**config.mk**
```make
export PLATFORM = sky130hd
export DESIGN_NAME = spi_frame_rx
export DESIGN_NICKNAME = d
export VERILOG_FILES = /design/src/rtl/spi_pkg.sv /design/src/rtl/spi_frame_rx_sync_edge.sv /design/src/rtl/spi_frame_rx.sv
export SDC_FILE = /design/constraint.sdc
export NUM_CORES = 1
export LEC_CHECK = 0
export CAP_MARGIN = 20
export CORE_ASPECT_RATIO = 0.5
export CORE_MARGIN = 1.5
export CORE_UTILIZATION = 50
export DETAILED_ROUTE_END_ITERATION = 8
export DONT_BUFFER_PORTS = 1
export GPL_TIMING_DRIVEN = 0
export PLACE_DENSITY_LB_ADDON = 0.12
export SLEW_MARGIN = 20
export SYNTH_ARGS = -nofsm -noshare
export SYNTH_HDL_FRONTEND = slang
export SYNTH_SLANG_ARGS = --single-unit
```
**constraint.sdc**
```tcl
create_clock -name clk -period 2 [get_ports clk]
set_clock_uncertainty 0.2 [all_clocks]
set_input_delay 0.4 -clock clk [delete_from_list [all_inputs] [get_ports clk]]
set_output_delay 0.4 -clock clk [all_outputs]
set_load 0.05 [all_outputs]
```
**src/rtl/spi_pkg.sv**
```systemverilog
// Shared types and defaults for the SPI frame receiver.
package spi_pkg;

    typedef enum logic [1:0] {
        WAIT_IDLE,
        IDLE,
        SHIFT
    } spi_rx_state_t;

    localparam int SPI_FRAME_BITS_DEFAULT = 16;

endpackage

```
**src/rtl/spi_frame_rx_sync_edge.sv**
```systemverilog
// Pin synchronizer with registered rise/fall pulses, comparing the synced level
// against a one-cycle-delayed copy.
module sync_edge #(
    parameter int STAGES = 2
) (
    input  logic clk,
    input  logic rst,
    input  logic pin_i,
    output logic level_o,
    output logic rise_o,
    output logic fall_o
);

    logic [STAGES-1:0] sync_q;
    logic              prev_q;
    logic              rise_q;
    logic              fall_q;

    // Chain resets low so a chip select held low across reset never looks idle.
    always_ff @(posedge clk) begin
        if (rst) begin
            sync_q <= '0;
            prev_q <= 1'b0;
            rise_q <= 1'b0;
            fall_q <= 1'b0;
        end else begin
            // NOTE: non-blocking assignments make every stage sample the previous stage's old value.
            sync_q <= {sync_q[STAGES-2:0], pin_i};
            prev_q <= sync_q[STAGES-1];
            rise_q <= sync_q[STAGES-1] & ~prev_q;
            fall_q <= ~sync_q[STAGES-1] & prev_q;
        end
    end

    assign level_o = sync_q[STAGES-1];
    assign rise_o  = rise_q;
    assign fall_o  = fall_q;

endmodule

```
**src/rtl/spi_frame_rx.sv**
```systemverilog
// System-clock SPI mode-0 slave: oversampled pins, MSB-first frame assembly, valid/ready output.
// Optional read-back of the last accepted frame on sdo when SPI_FRAME_ECHO_EN is defined.
module spi_frame_rx
    import spi_pkg::*;
#(
    parameter int FRAME_BITS  = SPI_FRAME_BITS_DEFAULT,
    parameter int SYNC_STAGES = 2
) (
    input  logic                  clk,
    input  logic                  rst,
    input  logic                  sck,
    input  logic                  sdi,
    input  logic                  nss,
    output logic                  sdo,
    output logic [FRAME_BITS-1:0] frame_data,
    output logic                  frame_valid,
    input  logic                  frame_ready,
    output logic                  frame_err,
    output logic                  overrun
);

    localparam int              CNT_W    = $clog2(FRAME_BITS + 2);
    localparam logic [CNT_W-1:0] CNT_FULL = CNT_W'(FRAME_BITS);
    localparam logic [CNT_W-1:0] CNT_SAT  = CNT_W'(FRAME_BITS + 1);

    logic sck_level, sck_rise, sck_fall;
    logic nss_s, nss_rise, nss_fall;
    logic sdi_s;
    logic [SYNC_STAGES-1:0] sdi_sync_q;

    spi_rx_state_t           state_q, state_d;
    logic [FRAME_BITS-1:0]   shreg_q, shreg_d;
    logic [CNT_W-1:0]        bit_cnt_q, bit_cnt_d;
    logic [FRAME_BITS-1:0]   frame_data_q, frame_data_d;
    logic                    frame_valid_q, frame_valid_d;
    logic                    err_q, err_d;
    logic                    overrun_q, overrun_d;

    sync_edge #(.STAGES(SYNC_STAGES)) u_sck_sync (
        .clk     (clk),
        .rst     (rst),
        .pin_i   (sck),
        .level_o (sck_level),
        .rise_o  (sck_rise),
        .fall_o  (sck_fall)
    );

    sync_edge #(.STAGES(SYNC_STAGES)) u_nss_sync (
        .clk     (clk),
        .rst     (rst),
        .pin_i   (nss),
        .level_o (nss_s),
        .rise_o  (nss_rise),
        .fall_o  (nss_fall)
    );

    always_ff @(posedge clk) begin
        if (rst) begin
            sdi_sync_q <= '0;
        end else begin
            sdi_sync_q <= {sdi_sync_q[SYNC_STAGES-2:0], sdi};
        end
    end

    assign sdi_s = sdi_sync_q[SYNC_STAGES-1];

    always_ff @(posedge clk) begin
        if (rst) begin
            state_q       <= WAIT_IDLE;
            shreg_q       <= '0;
            bit_cnt_q     <= '0;
            frame_data_q  <= '0;
            frame_valid_q <= 1'b0;
            err_q         <= 1'b0;
            overrun_q     <= 1'b0;
        end else begin
            state_q       <= state_d;
            shreg_q       <= shreg_d;
            bit_cnt_q     <= bit_cnt_d;
            frame_data_q  <= frame_data_d;
            frame_valid_q <= frame_valid_d;
            err_q         <= err_d;
            overrun_q     <= overrun_d;
        end
    end

    always_comb begin
        // NOTE: every output of this block gets a default first, so no path can infer a latch.
        state_d       = state_q;
        shreg_d       = shreg_q;
        bit_cnt_d     = bit_cnt_q;
        frame_data_d  = frame_data_q;
        frame_valid_d = frame_valid_q & ~frame_ready;
        err_d         = 1'b0;
        overrun_d     = overrun_q;

        case (state_q)
            WAIT_IDLE: begin
                if (nss_s) begin
                    state_d = IDLE;
                end
            end
            IDLE: begin
                if (nss_fall) begin
                    state_d   = SHIFT;
                    shreg_d   = '0;
                    bit_cnt_d = '0;
                end
            end
            SHIFT: begin
                if (sck_rise && !nss_s) begin
                    shreg_d = {shreg_q[FRAME_BITS-2:0], sdi_s};
                    if (bit_cnt_q != CNT_SAT) begin
                        bit_cnt_d = bit_cnt_q + CNT_W'(1);
                    end
                end
                // Chip select released: judge the frame on the count reached so far.
                if (nss_rise) begin
                    state_d = IDLE;
                    if (bit_cnt_q != CNT_FULL) begin
                        err_d = 1'b1;
                    end else if (!frame_valid_q || frame_ready) begin
                        frame_data_d  = shreg_q;
                        frame_valid_d = 1'b1;
                    end else begin
                        overrun_d = 1'b1;
                    end
                end
            end
            default: state_d = WAIT_IDLE;
        endcase
    end

    assign frame_data  = frame_data_q;
    assign frame_valid = frame_valid_q;
    assign frame_err   = err_q;
    assign overrun     = overrun_q;

`ifdef SPI_FRAME_ECHO_EN
    logic [FRAME_BITS-1:0] tx_q, tx_d;
    logic                  unused_sck;

    always_comb begin
        tx_d = tx_q;
        if (state_q == IDLE && nss_fall) begin
            tx_d = frame_data_q;
        end else if (state_q == SHIFT && sck_fall && !nss_s) begin
            tx_d = {tx_q[FRAME_BITS-2:0], 1'b0};
        end
    end

    always_ff @(posedge clk) begin
        if (rst) begin
            tx_q <= '0;
        end else begin
            tx_q <= tx_d;
        end
    end

    assign sdo        = (state_q == SHIFT) ? tx_q[FRAME_BITS-1] : 1'b0;
    assign unused_sck = sck_level;
`else
    logic unused_sck;

    assign sdo        = 1'b0;
    assign unused_sck = sck_level ^ sck_fall;
`endif

endmodule

```
Word-level counts from Yosys, hierarchy flattened
Index checks and enable logic that the tools add are counted.

storage, ports and cells
  flip-flop bits (word level) = 53
  latch bits = 0
  memory bits (writable) = 0
  bits in read-only memories = 0
  input port bits = 6
  output and inout bits = 20
  word-level logic and storage cells = 65
  memories kept = 0

operators by class
  add/sub/neg operators = 1
  $mul = 0
  divide/modulo/power cells = 0
  $lt $le $gt $ge = 0
  eq/ne operators = 9
  shift operators = 0
  mux-type cells = 16
  bitwise logic cells = 12
  reduce and logical (&&, ||, !) cells = 12

operators by type and width
  kind                                                                     number
  16-bit 2-to-1 mux                                                        2
  16-bit case mux with 2 select lines                                      1
  5-bit 2-to-1 mux                                                         3
  4-bit AND reduction                                                      3
  5-bit inequality test, second input constant                             2
  5-bit case mux with 2 select lines                                       1
  1-bit inverter                                                           8
  2-bit 2-to-1 mux                                                         3
  2-bit by 1-bit inequality test with 1-bit output, second input constant  3
  2-bit case mux with 3 select lines                                       1
  3-bit AND reduction                                                      2
  5-bit by 1-bit adder with 5-bit output, second input constant            1
  1-bit 2-to-1 mux                                                         5
  1-bit bitwise AND                                                        4
  2-bit inequality test, second input constant                             2
  3-bit OR reduction                                                       1
  2-bit by 1-bit == test with 1-bit output, second input constant          1
  2-bit == test, second input constant                                     1
  1-bit logical NOT                                                        2
  2-bit logical NOT                                                        1
  2-bit nonzero test                                                       1
  1-bit logical AND                                                        1
  1-bit logical OR                                                         1

Logic depth before layout (Yosys ltp)
  depth after elaboration = 6
  mapped depth = 7
  gate-level depth less buffers = 5

Hierarchy
From an unflattened synthesis, not the netlist that was laid out.

unflattened totals
  cells, all modules = 227
  area total of the unflattened synthesis = 2,270.9 µm²

modules (own cells, without submodules)
  module        times used  cells each  area an instance (µm²)  seq. area each (µm²)
  spi_frame_rx  1           207         2,003.2                 880.8
  sync_edge     2           10          133.9                   100.1

Least setup slack after synthesis
OpenSTA, ideal clock, no wires.

  path type = register -> register
  from = reg bit_cnt_q[0]
  to = reg frame_data_q[10], in the netlist frame_data[10]
  setup time = 118 ps
  arrival time = 1,384 ps
  required time = 1,682 ps
  setup slack = 298 ps
  stages on the path, launching flop included = 8
  path buffers = 2
  period minus slack after synthesis = 1,702 ps
  cells stage by stage = dfxtp_1 > inv_1 > ha_1 > and4bb_1 > nor3b_2 > buf_6 > buf_12 > mux2i_1

between the ends
  cells in the longest elaborated chain, start to end = 3

RTL lines
  element                               RTL line             source
  start, declared                       spi_frame_rx.sv:33   logic [CNT_W-1:0] bit_cnt_q, bit_cnt_d;
  start signal, assigned                spi_frame_rx.sv:79   bit_cnt_q <= bit_cnt_d;
  5-bit inequality test                 spi_frame_rx.sv:120  if (bit_cnt_q != CNT_FULL) begin
  1-bit inverter (no source line)       n/a
  4-bit AND reduction (no source line)  n/a
  end signal, assigned                  spi_frame_rx.sv:80   frame_data_q <= frame_data_d;
  end, declared                         spi_frame_rx.sv:34   logic [FRAME_BITS-1:0] frame_data_q, frame_data_d;

No other way between the ends.
A chain may end at the register's enable or synchronous reset.

Worst setup path in the final report
  from = reg bit_cnt_q[0]
  to = reg frame_data_q[12], in the netlist frame_data[12]

The elaborated chain is that of the path after synthesis.

==> results_dict.tcl <==
set metrics [dict create \
    status "complete, no violations" \
    die_x_um 97.3 \
    ctsHtreeMaxLevel 2 \
    numCtsBuffers 5 \
    wl_per_cell_um 14.4 \
    viasPerCell 5.53 \
    worst_pin_slew_ns 0.521 \
    min_period_over_period_pct 91.7 \
    seq_area_um2 1060 \
    final_cell_mix "dfxtp_1, nand2b_1, nand3_1, a21oi_1, mux2i_1" \
    drive_above_1_share_pct 7.33 \
    yosys_register_bits 53 \
    clock_latency_ns 0.31 \
    hpwl_um 2840 \
    drt-initial-drc-count 46 \
    syn_to_final_growth_pct 8.90 \
    port-buffer-count 0 \
    p_int_mw 1.50 \
    cts_tree "done" \
    ios 26 \
    max_freq_ghz 0.545 \
    seq_area_frac_synth_pct 47.7 \
    fill_cells 374 \
    end_kind "register" \
    slew_headroom_pct 65.2 \
    cp_data_required_time_ns 2.04 \
    syn_nets 232 \
    post_cts_buffers 0 \
    coreArea_um2 4080 \
    ys_types 33 \
    final_cells 286 \
    p_sw_uw 388 \
    final_common_cell "dfxtp_1" \
    place_area_um2 2290 \
    ant_nets 0 \
    comb_power_share_pct 3.2 \
    critPathKind "register to register" \
    rsz0062_at_grt "no" \
    drc 0 \
    setup_tns_ns 0 \
    hold_viol 0 \
    cts.sinks 53 \
    syn_area_um2 2220 \
    final_max_slew_viol_count 0 \
    drv_cap 0 \
    overflow 0 \
    layout.nets 240 \
    avgSynthCellArea_um2 9.96 \
    die_area_um2 4880 \
    first_global_vias 1482 \
    utilization_pct 59.3 \
    cp.arrival_ns 1.88 \
    cts_resized 0 \
    cts_max_path_buffers 2 \
    period_needed_ns 1.83 \
    hp-class "input port to register" \
    ys_warn_count 0 \
    final_area_um2 2420 \
    gp_congestion 0.837 \
    setup_viol 0 \
    rows 16 \
    die_y_um 50.1 \
    clockRootBuffer "clkbuf_8" \
    grt_max_degree 17 \
    pwr-share-seq_pct 56.6 \
    p_leak_nw 0.765 \
    grt_util_all_layers_pct 18.2 \
    ir_drop_mv 0.401 \
    grt_pass1_wl_um 7090 \
    cts.clk_slew.worst_paths_ns 0.10 \
    crit_path_start_kind "register" \
    powerDensity_nw_per_um2 780 \
    wirelength_um 4110 \
    dp.cells 277 \
    synthCells 223 \
    diodes 0 \
    antenna_found_initial 0 \
    clockPowerShare_pct 40.2 \
    finalPower_mw 1.89 \
    multi_input_area_um2 1050 \
    vias 1582 \
    p_sw_share_pct 20.6 \
    path_max_fanout 10 \
    start_util_pct 54.4 \
    first_pass_iters 6 \
]
[area by class of cell]
cell class                      count  share of cell area, %
Clock buffer                        6                   3.41
Tap cell                           54                   2.79
Inverter                            2                  0.310
Multi-Input combinational cell    149                   43.2
Buffer                             19                   4.45
Timing Repair Buffer                1                  0.414
Sequential cell                    53                   43.8
Clock inverter                      2                   1.55
[worst max-delay path, stage by stage (launching register included)]
cell	delay, ns
dfxtp_1	0.38
inv_1	0.08
ha_1	0.13
and4bb_1	0.26
nor3b_2	0.20
buf_6	0.17
buf_12	0.15
mux2i_1	0.19
[power by group through the flow]
stage / clock, mW / sequential (mW) / combinational, mW
floorplan: 0 / 1.09 / 0.0486
global placement: 0 / 1.09 / 0.0600
detailed placement: 0 / 1.09 / 0.0605
CTS: 0.783 / 1.07 / 0.0622
global route: 0.818 / 1.07 / 0.0678
finish: 0.759 / 1.07 / 0.0613
[Yosys cell counts, drive strengths merged]
master,number,area [µm²]
nor2,3,11.3
nand4bb,2,22.5
a2bb2oi,1,8.76
o21ai,1,5.00
a211o,1,8.76
and4bb,2,25.0
clkbuf,11,42.5
a31oi,2,12.5
buf,8,65.1
nand3b,3,22.5
nor3,1,5.00
nor2b,12,75.1
ha,3,37.5
nor3b,2,20.0
mux2i,17,170
dfxtp,53,1060
and2b,1,7.51
nand2b,35,219
a311oi,3,26.3
a41oi,3,26.3
nand2,3,11.3
conb,1,3.75
a211oi,1,7.51
nand3,18,90.1
inv,2,7.51
nand4b,16,140
a21oi,18,90.1
[worst paths after layout]
kind                          start                    to  slack (ns)  cells past startpoint
setup / recovery       bit_cnt_q[0]        frame_data[12]        0.17                      7
setup reg to reg       bit_cnt_q[0]        frame_data[12]        0.17                      7
hold reg to reg   u_sck_sync.prev_q     u_sck_sync.rise_o        0.19                      1
hold / removal                  nss  u_nss_sync.sync_q[0]        0.02                      1
[cells by family (layout without fill, tap and decap cells)]
group / count (synthesis) / in the layout / synth area share (%)
buf+inv: 21 / 30 / 5.18
simple gates: 98 / 98 / 29.2
compound gates: 30 / 30 / 8.33
other cells: 1 / 1 / 0.169
fa+ha+maj: 3 / 3 / 1.69
flops: 53 / 53 / 47.7
mux: 17 / 17 / 7.66
[repair_timing]
item                                    CTS  global route
hold buffers                              1             0
hold endpoints to repair                  1             0
endpoints found under the setup margin    0             0
[metrics by stage]
stage          hold WS [ns]  worst slack, ns
3_5_place_dp          0.178            0.172
6_report             0.0153            0.165
2_1_floorplan         0.167            0.298
4_1_cts             0.00832            0.143
3_3_place_gp          0.172            0.196
5_1_grt              0.0123           0.0215
[metal layers]
layer | wire length (µm) | track usage, % | vias up
met3 | 196 | 5.15 | 5
met4 | 38 | 5.00 | 0
met2 | 1820 | 28.0 | 35
met5 | 0 | 0 | -
met1 | 2060 | 25.4 | 741
li1 | - | - | 801
[registers in the layout, indices dropped and copies added (netlist names), 2 cells and up]
register	cells
bit_cnt_q	5
frame_data	16
sdi_sync_q	2
shreg_q	16
state_q	2
u_nss_sync.sync_q	2
u_sck_sync.sync_q	2
Note: power is estimated with default switching activity, not from simulation.
